<file path="src/rtl/serial_adder.sv">
// Bit-serial WIDTH-bit adder: one full-adder cell, LSB first, with valid/ready on both sides.
// Optional macro SERIAL_ADDER_SUB_EN adds a Sub input that turns the operation into A-B.

module one_bit_full_adder (
  input  logic a,
  input  logic b,
  input  logic ci,
  output logic s,
  output logic co
);
  assign s  = a ^ b ^ ci;
  assign co = (a & b) | (ci & (a ^ b));
endmodule

module serial_adder #(
  parameter int WIDTH = 8
) (
  input  logic             clk,
  input  logic             rst,
  input  logic             in_valid,
  output logic             in_ready,
  input  logic [WIDTH-1:0] A,
  input  logic [WIDTH-1:0] B,
  input  logic             Cin,
`ifdef SERIAL_ADDER_SUB_EN
  input  logic             Sub,
`endif
  output logic             out_valid,
  input  logic             out_ready,
  output logic [WIDTH-1:0] Sum,
  output logic             Cout
);

  localparam int CW = $clog2(WIDTH + 1);
  localparam logic [CW-1:0] CNT_LAST = CW'(WIDTH - 1);

  typedef enum logic [1:0] {
    IDLE  = 2'b00,
    SHIFT = 2'b01,
    DONE  = 2'b10
  } state_t;

  state_t           state;
  logic [WIDTH-1:0] a_sr;
  logic [WIDTH-1:0] b_sr;
  logic [WIDTH-1:0] sum_sr;
  logic             carry;
  logic [CW-1:0]    cnt;

  logic             fa_s;
  logic             fa_co;
  logic [WIDTH-1:0] sum_nxt;
  logic [WIDTH-1:0] b_load;
  logic             c_load;

  // Subtraction is A + ~B + 1, so only the loaded operand and carry change.
`ifdef SERIAL_ADDER_SUB_EN
  assign b_load = Sub ? ~B : B;
  assign c_load = Sub ? 1'b1 : Cin;
`else
  assign b_load = B;
  assign c_load = Cin;
`endif

  one_bit_full_adder u_fa (
    .a  (a_sr[0]),
    .b  (b_sr[0]),
    .ci (carry),
    .s  (fa_s),
    .co (fa_co)
  );

  generate
    if (WIDTH == 1) begin : g_w1
      assign sum_nxt = fa_s;
    end else begin : g_wn
      assign sum_nxt = {fa_s, sum_sr[WIDTH-1:1]};
    end
  endgenerate

  always_ff @(posedge clk or posedge rst) begin
    if (rst) begin
      state     <= IDLE;
      in_ready  <= 1'b1;
      out_valid <= 1'b0;
      Sum       <= '0;
      Cout      <= 1'b0;
      a_sr      <= '0;
      b_sr      <= '0;
      sum_sr    <= '0;
      carry     <= 1'b0;
      cnt       <= '0;
    end else begin
      case (state)
        IDLE: begin
          in_ready  <= 1'b1;
          out_valid <= 1'b0;
          if (in_valid && in_ready) begin
            a_sr     <= A;
            b_sr     <= b_load;
            carry    <= c_load;
            cnt      <= '0;
            in_ready <= 1'b0;
            state    <= SHIFT;
          end
        end
        SHIFT: begin
          a_sr   <= a_sr >> 1;
          b_sr   <= b_sr >> 1;
          sum_sr <= sum_nxt;
          carry  <= fa_co;
          cnt    <= cnt + CW'(1);
          // Last bit: publish the completed word on the same edge it finishes.
          if (cnt == CNT_LAST) begin
            Sum       <= sum_nxt;
            Cout      <= fa_co;
            out_valid <= 1'b1;
            state     <= DONE;
          end
        end
        DONE: begin
          if (out_ready) begin
            out_valid <= 1'b0;
            in_ready  <= 1'b1;
            state     <= IDLE;
          end
        end
        default: begin
          state     <= IDLE;
          in_ready  <= 1'b1;
          out_valid <= 1'b0;
          Sum       <= '0;
          Cout      <= 1'b0;
          a_sr      <= '0;
          b_sr      <= '0;
          sum_sr    <= '0;
          carry     <= 1'b0;
          cnt       <= '0;
        end
      endcase
    end
  end

endmodule

</file>
<file path="config.mk">
export PLATFORM = sky130hd
export DESIGN_NAME = serial_adder
export DESIGN_NICKNAME = d
export VERILOG_FILES = /design/src/rtl/serial_adder.sv
export SDC_FILE = /design/constraint.sdc
export NUM_CORES = 1
export LEC_CHECK = 0
export ABC_AREA = 1
export BUFFER_PORTS_ARGS = -buffer_cell sky130_fd_sc_hd__buf_4
export CAP_MARGIN = 40
export CORE_MARGIN = 4
export CORE_UTILIZATION = 55
export DETAILED_ROUTE_END_ITERATION = 7
export MAX_ROUTING_LAYER = met4
export PLACE_DENSITY = 0.78
export RECOVER_POWER = 25
export REMOVE_ABC_BUFFERS = 1
export SLEW_MARGIN = 0
export SYNTH_ARGS = -nofsm -noshare
export SYNTH_HDL_FRONTEND = slang
export SYNTH_SLANG_ARGS = --single-unit
</file>
<file path="constraint.sdc">
create_clock -name clk -period 1.7 [get_ports clk]
set_input_delay 0.085 -clock clk [delete_from_list [all_inputs] [get_ports clk]]
set_output_delay 0.085 -clock clk [all_outputs]
set_load 0.005 [all_outputs]
</file>
# Word level (Yosys, flattened, before mapping)
# Cells that the tools add are included.
totals:
  latch_bits: 0
  in_bits: 21
  register_bits: 42
  mem_bits_rw: 0
  output_inout_bits: 11
  n_memories: 0
  rom_bits: 0
  elab_cells: 56
op_classes:
  shifts: 0
  mux: 23
  add_sub_neg: 1
  magnitude_cmp: 0
  n_eq_ne: 6
  mul: 0
  bitwise_logic: 8
  n_reduce_logical: 8
  n_div: 0
op_table:
  columns: ["cell", "n"]
  rows:
  - ["$pmux W8 S3", 2]
  - ["$pmux W8 S2", 2]
  - ["$mux W8", 3]
  - ["$pmux W4 S3", 1]
  - ["$reduce_and A2 Y1", 4]
  - ["$mux W1", 6]
  - ["$mux W2", 3]
  - ["$ne A2 B2 Y1 const B", 3]
  - ["$pmux W1 S3", 2]
  - ["$pmux W2 S3", 1]
  - ["$add A4 B1 Y4 const B", 1]
  - ["$eq A4 B3 Y1 const B", 1]
  - ["$mux W4", 1]
  - ["$pmux W1 S2", 2]
  - ["$not A1 Y1", 3]
  - ["$reduce_and A3 Y1", 1]
  - ["$and A1 B1 Y1", 2]
  - ["$eq A2 B1 Y1 const B", 1]
  - ["$eq A2 B2 Y1 const B", 1]
  - ["$logic_not A2 Y1", 1]
  - ["$reduce_or A2 Y1", 1]
  - ["$xor A1 B1 Y1", 2]
  - ["$logic_and A1 B1 Y1", 1]
  - ["$or A1 B1 Y1", 1]

# Longest topological paths before layout
# Gate-level depths: netlist of run 1.
logic_depth:
  word_depth: 5
  mapped_depth: 7
  mapped_depth_nobuf: 7

# Hierarchy
# Synthesis of run 1 repeated with hierarchy kept, for this count alone.
unflattened:
  cells_unflattened: 229
  area_unflattened_um2: 1859.3
by_module_without_submodules:
  columns: ["mod", "area_each_um2", "cells_per_inst", "instances", "seq_area_each_um2"]
  rows:
  - ["serial_adder", 1839.3, 228, 1, 1027.2]
  - ["one_bit_full_adder", 20.0, 1, 1, 0.0]

# Worst setup path after synthesis of run 1
# OpenSTA, ideal clock, no wires.
synth_path:
  path_type: "flip-flop to flip-flop"
  from: "reg in_ready"
  to: "reg b_sr[0]"
  required_ps: 1583
  stages_incl_launch_ff: 7
  path_buffers: 1
  slack_ps: 395
  period_less_slack_ps: 1305
  arrival_ps: 1189
  setup_time_ps: 117
  path_cell_list: "dfstp_2 > nand2_1 > o21ai_4 > inv_2 > buf_6 > nand2_1 > nand2_1"
synth_via:
  elab_chain_len: 3
synth_rtl:
  columns: ["element", "line_no", "source"]
  rows:
  - ["from (decl)", "21", "output logic in_ready,"]
  - ["from (signal assigned)", "84", "in_ready <= 1'b1;"]
  - ["from (signal assigned)", "96", "in_ready <= 1'b1;"]
  - ["from (signal assigned)", "103", "in_ready <= 1'b0;"]
  - ["$logic_and A1 B1 Y1", "98", "if (in_valid && in_ready) begin"]
  - ["$ne A2 B2 Y1 (no line)", null, null]
  - ["$reduce_and A2 Y1 (no line)", null, null]
  - ["to (signal assigned)", "100", "b_sr <= b_load;"]
  - ["to (signal assigned)", "109", "b_sr <= b_sr >> 1;"]
  - ["to (decl)", "45", "logic [WIDTH-1:0] b_sr;"]
# Every way passes these cells.
# A chain may end at the register's enable or synchronous reset.

# Final worst setup path of run 1
layout_path:
  from: "reg cnt[0]"
  to: "reg Sum[1]"
layout_via:
  elab_chain_len: 3
layout_rtl:
  columns: ["element", "line_no", "source"]
  rows:
  - ["from (decl)", "48", "logic [CW-1:0] cnt;"]
  - ["from (signal assigned)", "112", "cnt <= cnt + CW'(1);"]
  - ["$eq A4 B3 Y1", "114", "if (cnt == CNT_LAST) begin"]
  - ["$ne A2 B2 Y1 (no line)", null, null]
  - ["$reduce_and A2 Y1 (no line)", null, null]
  - ["to (signal assigned)", "115", "Sum <= sum_nxt;"]
  - ["to (decl)", "30", "output logic [WIDTH-1:0] Sum,"]
# Every way passes these cells.

==> results of run 1 <==
==> repair_timing <==
action,in CTS,in global routing
gates resized for setup,0,0
endpoints found under the setup margin,0,0
hold buffers,2,0
hold endpoints to repair,41,0
==> path summary, 6_finish.rpt <==
kind	startpoint	endpoint	slack, ns	depth (start not counted)
setup / recovery	cnt[0]	Sum[1]	0.35	7
hold / removal	A[7]	a_sr[7]	0.004	3
setup reg to reg	cnt[0]	Sum[1]	0.35	7
hold reg to reg	b_sr[3]	b_sr[3]	0.48	2
max in group asynchronous	rst	Sum[7]	0.53	4
min in group asynchronous	rst	a_sr[6]	0.57	4
==> final cells by class <==
cell class | instances | share of cell area
clock buffers | 5 | 0.0168
repair buffers | 38 | 0.135
flip-flops and latches | 41 | 0.461
clock inverters | 3 | 0.00786
well taps | 44 | 0.0247
multi-input cells | 164 | 0.326
inverters | 17 | 0.0286
==> power by group <==
part | switching (mW) | internal (mW)
Sequential | 0.249 | 1.36
Clock | 0.319 | 0.156
Combinational | 0.940 | 0.635
==> sequential cells by signal, summed over array words and instances, names as in the netlist <==
signal     flops
out_valid      1
Cout           1
cnt            4
b_sr           8
carry          1
in_ready       1
state          2
sum_sr         7
Sum            8
a_sr           8
==> worst reg2reg max path: cells and delay by family (launching register included) <==
kind,cells,cell delay (ns)
buf+inv,1,0.09
flops,1,0.43
simple gates,5,0.58
fa+ha+maj,1,0.20
==> cell families after synthesis <==
group | count (synthesis)
AND/OR/NAND/NOR | 148
flip-flops | 41
AO/OA/AOI/OAI | 14
adder cells (fa/ha/maj) | 2
buffers and inverters | 23
==> per-stage QoR <==
step                worst slack [ns]   util  cell area (um2)
floorplan                      0.295      -             1820
global placement               0.417  0.684             2160
detailed placement             0.374  0.684             2160
CTS                            0.343  0.708             2230
global route                   0.197  0.707             2230
finish                         0.352  0.707             2230
==> layout by cell type (no fill, tap or decap), types with 3 or more instances in the layout <==
cell | synthesis | final
nand3_1 | 8 | 8
buf_4 | 2 | 33
clkbuf_4 | 0 | 6
inv_2 | 3 | 3
nand2_1 | 126 | 126
dfrtp_1 | 40 | 40
inv_1 | 14 | 14
nand4_1 | 7 | 7
o21ai_0 | 6 | 6
o22ai_1 | 5 | 5
==> layer usage <==
| layer | vias up | routed length (um) | GRT usage |
|---|---|---|---|
| li1 | 793 | - | - |
| met1 | 712 | 1550 | 0.238 |
| met2 | 53 | 1680 | 0.325 |
| met3 | 8 | 238 | 0.0493 |
| met4 | 0 | 57 | 0.0812 |
| met5 | - | 0 | - |
==> impl_metrics.env, run 1 <==
export IMPL_numClockSinks=41
export IMPL_multi_input_area_um2=727
export IMPL_crit_chain="ha_1 > nand2_1 > nor2_2 > nand2_1 > inv_1 > nand2_1 > nand2_1"
export IMPL_rows=20
export IMPL_setup_violations=0
export IMPL_drc=0
export IMPL_synthSimpleGateAreaFrac=0.325
export IMPL_ys_flop_type="dfrtp_1"
export IMPL_irDropWorstVdd_mv=1.02
export IMPL_path_buf_inv=1
export IMPL_die_x_um=66.1
export IMPL_cts_buffers=5
export IMPL_total_power_mw=3.66
export IMPL_yosysTopAreaCell="dfrtp_1"
export IMPL_ys_seq_elements=41
export IMPL_wire_per_inst_um=11.3
export IMPL_yosys_warnings=0
export IMPL_grt_first_pass_wirelength_mm=6.56
export IMPL_tightest_slew_ns=0.962
export IMPL_drive_gt1_frac=0.201
export IMPL_slew_headroom=0.359
export IMPL_worstHoldPathType="input port to register"
export IMPL_powerDensity_nw_per_um2=1640
export IMPL_placed_cells=302
export IMPL_synth_top_family_by_area="simple AND/OR/NAND/NOR gates"
export IMPL_worstPathMaxFanout=8
export IMPL_start_util=0.589
export IMPL_wl_mm=3.52
export IMPL_crit_path_top_delay_cell="dfrtp_1"
export IMPL_p_leak_nw=1.27
export IMPL_synthTopCellsByCount="nand2_1 (126), dfrtp_1 (40), inv_1 (14)"
export IMPL_cts_setup_buffers=0
export IMPL_root_buffer="clkbuf_4"
export IMPL_synth_area_um2=1860
export IMPL_endpoint_kind="register"
export IMPL_register_area_um2=1030
export IMPL_dieArea_um2=4370
export IMPL_grt_antenna_before_repair=0
export IMPL_clk_pin_slew_ns=0.12
export IMPL_ios=32
export IMPL_yosysMostFrequentCell="nand2_1"
export IMPL_grt_start_max_net_pins=42
export IMPL_gp_congestion=0.757
export IMPL_grt_pass1_vias=1528
export IMPL_criticalPathCategory="register to register"
export IMPL_yosysSeqAreaShare=0.553
export IMPL_syn_to_final_growth_pct=19.9
export IMPL_synth_xor_area_share=0
export IMPL_holdWs_ns=0.00350
export IMPL_max_cap_viol_count=0
export IMPL_ys_top_cells_by_area="dfrtp_1 (54%), nand2_1 (25%), inv_1 (2.8%)"
export IMPL_slew_viol_final=0
export IMPL_clk_latency_ns=0.34
export IMPL_cts_tree="built"
export IMPL_max_freq_mhz=742
export IMPL_crit_family="simple AND/OR/NAND/NOR gates"
export IMPL_nFillCells=277
export IMPL_fin_cells=312
export IMPL_overflow=0
export IMPL_period_minus_slack_ns=1.35
export IMPL_skew_ns=0.00802
export IMPL_rsz0062_at_grt="false"
export IMPL_crit_path_max_incr_delay_ns=0.43
export IMPL_run_status="complete, no violations"
export IMPL_hpwl_mm=2.53
export IMPL_worstPathArrival_ns=1.65
export IMPL_drt_initial_drc_count=73
export IMPL_grt_use_total=0.200
export IMPL_postSynth_asyncResetShare=1.00
export IMPL_cts_path_max_buffers=2
export IMPL_synthAdderAreaFrac=0.0175
export IMPL_antenna_cells=0
export IMPL_yosysTopAreaCellShare=0.539
export IMPL_finalHoldViolations=0
export IMPL_drt_first_pass_iters=6
export IMPL_core_um2=3150
export IMPL_worstPathRequired_ns=2.00
export IMPL_antenna_left=0
export IMPL_io_buffers=31
export IMPL_fin_crit_sh=0.793
export IMPL_synth_edf_count=0
export IMPL_via_per_inst=5.02
export IMPL_fp_dieH_um=66.1
export IMPL_fin_tns_setup_ns=0
export IMPL_nets=290
export IMPL_vias=1566
export IMPL_syn_inst=228
export IMPL_cpMostUsedCell="nand2_1"
export IMPL_avgSynthCellArea_um2=8.15
export IMPL_synth_cell_types=24
export IMPL_h_tree_depth=2
export IMPL_synth_compound_area_frac=0.0485
export IMPL_startpoint_type="register"
export IMPL_yosys_mux_area_fraction=0
Power figures use the tool's default switching activity.
==> run 2, diff against run 1 <==
==> constraint.sdc (replaced) <==
create_clock -name clk -period 1.4 [get_ports clk]
set_input_delay 0.07 -clock clk [delete_from_list [all_inputs] [get_ports clk]]
set_output_delay 0.07 -clock clk [all_outputs]
set_load 0.005 [all_outputs]
==> impl_metrics.env, run 2 (synthesis gave the netlist of run 1 again) <==
export IMPL_grt_use_total=0.202
export IMPL_drive_gt1_frac=0.204
export IMPL_drt_initial_drc_count=90
export IMPL_rsz0062_at_grt="false"
export IMPL_wire_per_inst_um=11.3
export IMPL_final_common_cell="nand2_1"
export IMPL_via_per_inst=4.85
export IMPL_worstHoldPathCells=3
export IMPL_root_buffer="clkbuf_4"
export IMPL_holdWs_ns=0.00230
export IMPL_top_usage_layer="met2"
export IMPL_drt_first_pass_iters=4
export IMPL_ff2ff_path_depth=5
export IMPL_grtUsageMet1=0.256
export IMPL_criticalPathCategory="register to register"
export IMPL_worstReg2RegEnd="b_sr[0]"
export IMPL_die_x_um=66.1
export IMPL_design_area_um2=2300
export IMPL_fin_crit_sh=0.924
export IMPL_slew_headroom=0.421
export IMPL_core_um2=3150
export IMPL_ios=32
export IMPL_grt_start_max_net_pins=42
export IMPL_max_freq_mhz=773
export IMPL_hpwl_mm=2.54
export IMPL_p_leak_nw=1.30
export IMPL_syn_to_final_growth_pct=23.6
export IMPL_hold_start="in_valid"
export IMPL_clk_latency_ns=0.35
export IMPL_numClockSinks=41
export IMPL_finalWorstSetupSlack_ns=0.107
export IMPL_overflow=0
export IMPL_cts_tree="built"
export IMPL_nets=298
export IMPL_period_minus_slack_ns=1.29
export IMPL_worstPathRequired_ns=1.70
export IMPL_total_power_mw=4.53
export IMPL_antenna_cells=0
export IMPL_io_buffers=31
export IMPL_gp_congestion=0.783
export IMPL_met2_usage=0.314
export IMPL_dpl_worst_slack_ns=0.0780
export IMPL_r2r_start="in_ready"
export IMPL_dieArea_um2=4370
export IMPL_grt_pass1_vias=1539
export IMPL_fin_cells=319
export IMPL_startpoint_type="register"
export IMPL_grt_antenna_before_repair=0
export IMPL_wl_mm=3.60
export IMPL_largestRegisters="Sum: 8 flops, a_sr: 8 flops, b_sr: 8 flops"
export IMPL_grt_met3_usage=0.0408
export IMPL_drc=0
export IMPL_skew_ns=0.00953
export IMPL_tightest_slew_ns=0.868
export IMPL_grt_first_pass_wirelength_mm=6.53
export IMPL_layout_common_cells="nand2_1 (126), dfrtp_1 (40), buf_4 (37), inv_1 (14), nand3_1 (8)"
export IMPL_clk_pin_slew_ns=0.11
export IMPL_powerDensity_nw_per_um2=1970
export IMPL_fp_dieH_um=66.1
export IMPL_max_cap_viol_count=0
export IMPL_run_status="complete, no violations"
export IMPL_irDropWorstVdd_mv=0.981
export IMPL_cts_path_max_buffers=2
export IMPL_nFillCells=270
export IMPL_dpl_cell_area_um2=2180
export IMPL_setup_violations=0
export IMPL_min_to="state[0]"
export IMPL_vias=1548
export IMPL_endpoint_kind="register"
export IMPL_placed_cells=305
export IMPL_r2r_slack_ns=0.11
export IMPL_worstPathArrival_ns=1.59
export IMPL_start_util=0.589
export IMPL_worstPathMaxFanout=14
export IMPL_antenna_left=0
export IMPL_finalHoldViolations=0
export IMPL_cts_buffers=5
export IMPL_worstHoldPathType="input port to register"
export IMPL_rows=20
export IMPL_h_tree_depth=2
export IMPL_slew_viol_final=0
[run 2: changes by cell type in the layout (fill, tap and decap cells not counted), sizes merged]
| cell | delta |
|---|---|
| clkinv | -2 |
| buf | +5 |
| dlygate4sd3 | +4 |
| clkbuf | +1 |
| clkinvlp | -1 |
[run 2: worst max path at each step]
stage	startpoint	to	slack, ns	cells past startpoint
detailed placement	in_ready	b_sr[0]	0.08	5
global route	cnt[1]	Sum[1]	0.004	7
CTS	in_ready	cnt[1]	0.05	5
floorplan	state[0]	Cout	-0.005	6
finish	in_ready	b_sr[0]	0.11	5
global placement	in_ready	cnt[1]	0.09	5
[run 2: power by group]
| group | switching, mW | internal (mW) | total [mW] | leakage (nW) |
|---|---|---|---|---|
| clock | 0.366 | 0.237 | 0.604 | 0.0314 |
| sequential | 0.303 | 1.65 | 1.95 | 0.532 |
| combinational | 1.16 | 0.817 | 1.98 | 0.738 |
[run 2: critical path, stage by stage, from the launching register on]
cell and delay [ns]:
dfstp_2 0.60, nand2_1 0.10, o21ai_4 0.22, buf_6 0.19, nand2_1 0.06, nand2_1 0.07
[run 2: what timing repair did]
| item | CTS | global route |
|---|---|---|
| endpoints found under the hold margin | 46 | 0 |
| buffers inserted | 0 | 1 |
| setup endpoints to repair | 0 | 22 |
| gates resized for setup | 0 | 4 |
| hold buffers | 6 | 0 |
[run 2: cell type report]
type,count,area [um2],area share
clock buffers,7,55.1,0.0240
inverters,17,66.3,0.0289
multi-input cells,164,732,0.319
flip-flops and latches,41,1030,0.447
well taps,44,55.1,0.0240
repair buffers,46,362,0.157
[run 2: metrics by stage]
step	utilization	setup TNS, ns
after floorplan	-	-0.0367
after global placement	0.691	0
after detailed placement	0.691	0
after CTS	0.727	0
after global routing	0.729	0
final	0.729	0
[run 2: layer usage]
metal,vias to the layer above,part of all wire
met5,-,0
met4,0,0.020
met3,8,0.054
met2,34,0.47
met1,699,0.45
li1,807,-
==> run 3, diff against run 2 <==
--- a/config.mk
+++ b/config.mk
@@ -13,7 +13,6 @@
 export DETAILED_ROUTE_END_ITERATION = 7
 export MAX_ROUTING_LAYER = met4
 export PLACE_DENSITY = 0.78
-export RECOVER_POWER = 25
 export REMOVE_ABC_BUFFERS = 1
 export SLEW_MARGIN = 0
 export SYNTH_ARGS = -nofsm -noshare
==> impl_metrics.env, run 3 (synthesis gave the netlist of run 1 again) <==
export IMPL_seq_power_share=0.430
export IMPL_fin_crit_sh=0.924
export IMPL_p_sw_mw=1.83
export IMPL_grt_start_max_net_pins=42
export IMPL_worstPathArrival_ns=1.59
export IMPL_nFillCells=268
export IMPL_rows=20
export IMPL_cts_buffers=5
export IMPL_die_x_um=66.1
export IMPL_grt_use_total=0.202
export IMPL_worstPathMaxFanout=14
export IMPL_wl_mm=3.60
export IMPL_slew_viol_final=0
export IMPL_root_buffer="clkbuf_4"
export IMPL_layout_common_cells="nand2_1 (126), dfrtp_1 (40), buf_4 (38), inv_1 (14), nand3_1 (8)"
export IMPL_p_int_mw=2.71
export IMPL_vias=1555
export IMPL_clockPowerShare=0.133
export IMPL_r2r_start="in_ready"
export IMPL_irDropWorstVdd_mv=0.981
export IMPL_worstHoldPathCells=3
export IMPL_total_power_mw=4.54
export IMPL_finalHoldViolations=0
export IMPL_antenna_left=0
export IMPL_ff2ff_path_depth=5
export IMPL_fin_tns_setup_ns=0
export IMPL_p_leak_nw=1.31
export IMPL_endpoint="b_sr[0]"
export IMPL_holdWs_ns=0.00240
export IMPL_dpl_worst_slack_ns=0.0780
export IMPL_syn_to_final_growth_pct=24.4
export IMPL_clk_latency_ns=0.35
export IMPL_r2r_slack_ns=0.11
export IMPL_largestRegisters="Sum: 8 flops, a_sr: 8 flops, b_sr: 8 flops"
export IMPL_cts_path_max_buffers=2
export IMPL_placed_cells=305
export IMPL_design_area_um2=2310
export IMPL_overflow=0
export IMPL_grt_antenna_before_repair=0
export IMPL_crit_path_start="in_ready"
export IMPL_rsz0062_at_grt="false"
export IMPL_drc=0
export IMPL_setup_violations=0
export IMPL_h_tree_depth=2
export IMPL_gp_congestion=0.783
export IMPL_endpoint_kind="register"
export IMPL_fin_cells=319
export IMPL_criticalPathCategory="register to register"
export IMPL_worstReg2RegEnd="b_sr[0]"
export IMPL_antenna_cells=0
export IMPL_run_status="complete, no violations"
export IMPL_startpoint_type="register"
export IMPL_drt_initial_drc_count=90
export IMPL_drive_gt1_frac=0.204
export IMPL_worstPathRequired_ns=1.70
export IMPL_grt_first_pass_wirelength_mm=6.53
export IMPL_powerDensity_nw_per_um2=1960
export IMPL_via_per_inst=4.87
export IMPL_max_freq_mhz=773
export IMPL_fin_util=0.733
export IMPL_max_cap_viol_count=0
export IMPL_fp_dieH_um=66.1
export IMPL_grt_pass1_vias=1539
export IMPL_numClockSinks=41
export IMPL_dpl_cell_area_um2=2180
export IMPL_pwr_share_comb=0.437
export IMPL_finalWorstSetupSlack_ns=0.107
export IMPL_start_util=0.589
export IMPL_period_minus_slack_ns=1.29
export IMPL_dieArea_um2=4370
export IMPL_nets=298
export IMPL_drt_first_pass_iters=4
export IMPL_final_common_cell="nand2_1"
export IMPL_hpwl_mm=2.54
export IMPL_ios=32
export IMPL_cts_tree="built"
export IMPL_skew_ns=0.00951
export IMPL_core_um2=3150
export IMPL_wire_per_inst_um=11.3
export IMPL_tightest_slew_ns=0.313
export IMPL_io_buffers=31
export IMPL_clk_pin_slew_ns=0.11
export IMPL_worstHoldPathType="input port to register"
export IMPL_switching_share=0.403
export IMPL_slew_headroom=0.792
[run 3: cell count changes in the layout (fill, tap and decap cells not counted), sizes merged]
cell | previous run | this run
buf | 39 | 40
clkbuf | 8 | 7
[run 3: worst min path at each step]
stage	from	end	slack, ns
after floorplan	in_valid	state[0]	0.23
after global placement	rst	a_sr[6]	0.15
after detailed placement	rst	a_sr[6]	0.15
after CTS	in_valid	state[0]	0.0002
after global routing	A[2]	a_sr[2]	0.02
final	in_valid	state[0]	0.002
[run 3: per-layer routing]
layer,GRT usage,up-vias,part of all wire
met3,0.0408,8,0.054
li1,-,808,-
met1,0.256,705,0.45
met4,0.0914,0,0.020
met5,-,-,0
met2,0.314,34,0.47
[run 3: power groups by stage]
stage / clock network (mW) / registers (mW) / logic (mW)
after floorplan: 0 / 1.95 / 1.23
after global placement: 0 / 1.95 / 1.91
after detailed placement: 0 / 1.97 / 1.94
after CTS: 0.611 / 1.95 / 1.97
after global routing: 0.658 / 2.01 / 2.31
final: 0.603 / 1.95 / 1.98
[run 3: repair_timing]
item	in CTS	in global routing
endpoints found under the setup margin	0	22
buffers inserted	0	1
endpoints found under the hold margin	46	0
hold buffers	6	0
resized for setup	0	4
[run 3: worst max-delay path: stages, from the launching register on]
cell     delay (ns)
dfstp_2        0.60
nand2_1        0.10
o21ai_4        0.22
buf_6          0.19
nand2_1        0.06
nand2_1        0.07
[run 3: final cells by class]
class	instances	area, um2	share of cell area
flip-flops and latches	41	1030	0.444
multi-input cells	164	732	0.317
inverters	17	66.3	0.0287
repair buffers	46	377	0.163
clock buffers	7	55.1	0.0238
well taps	44	55.1	0.0238
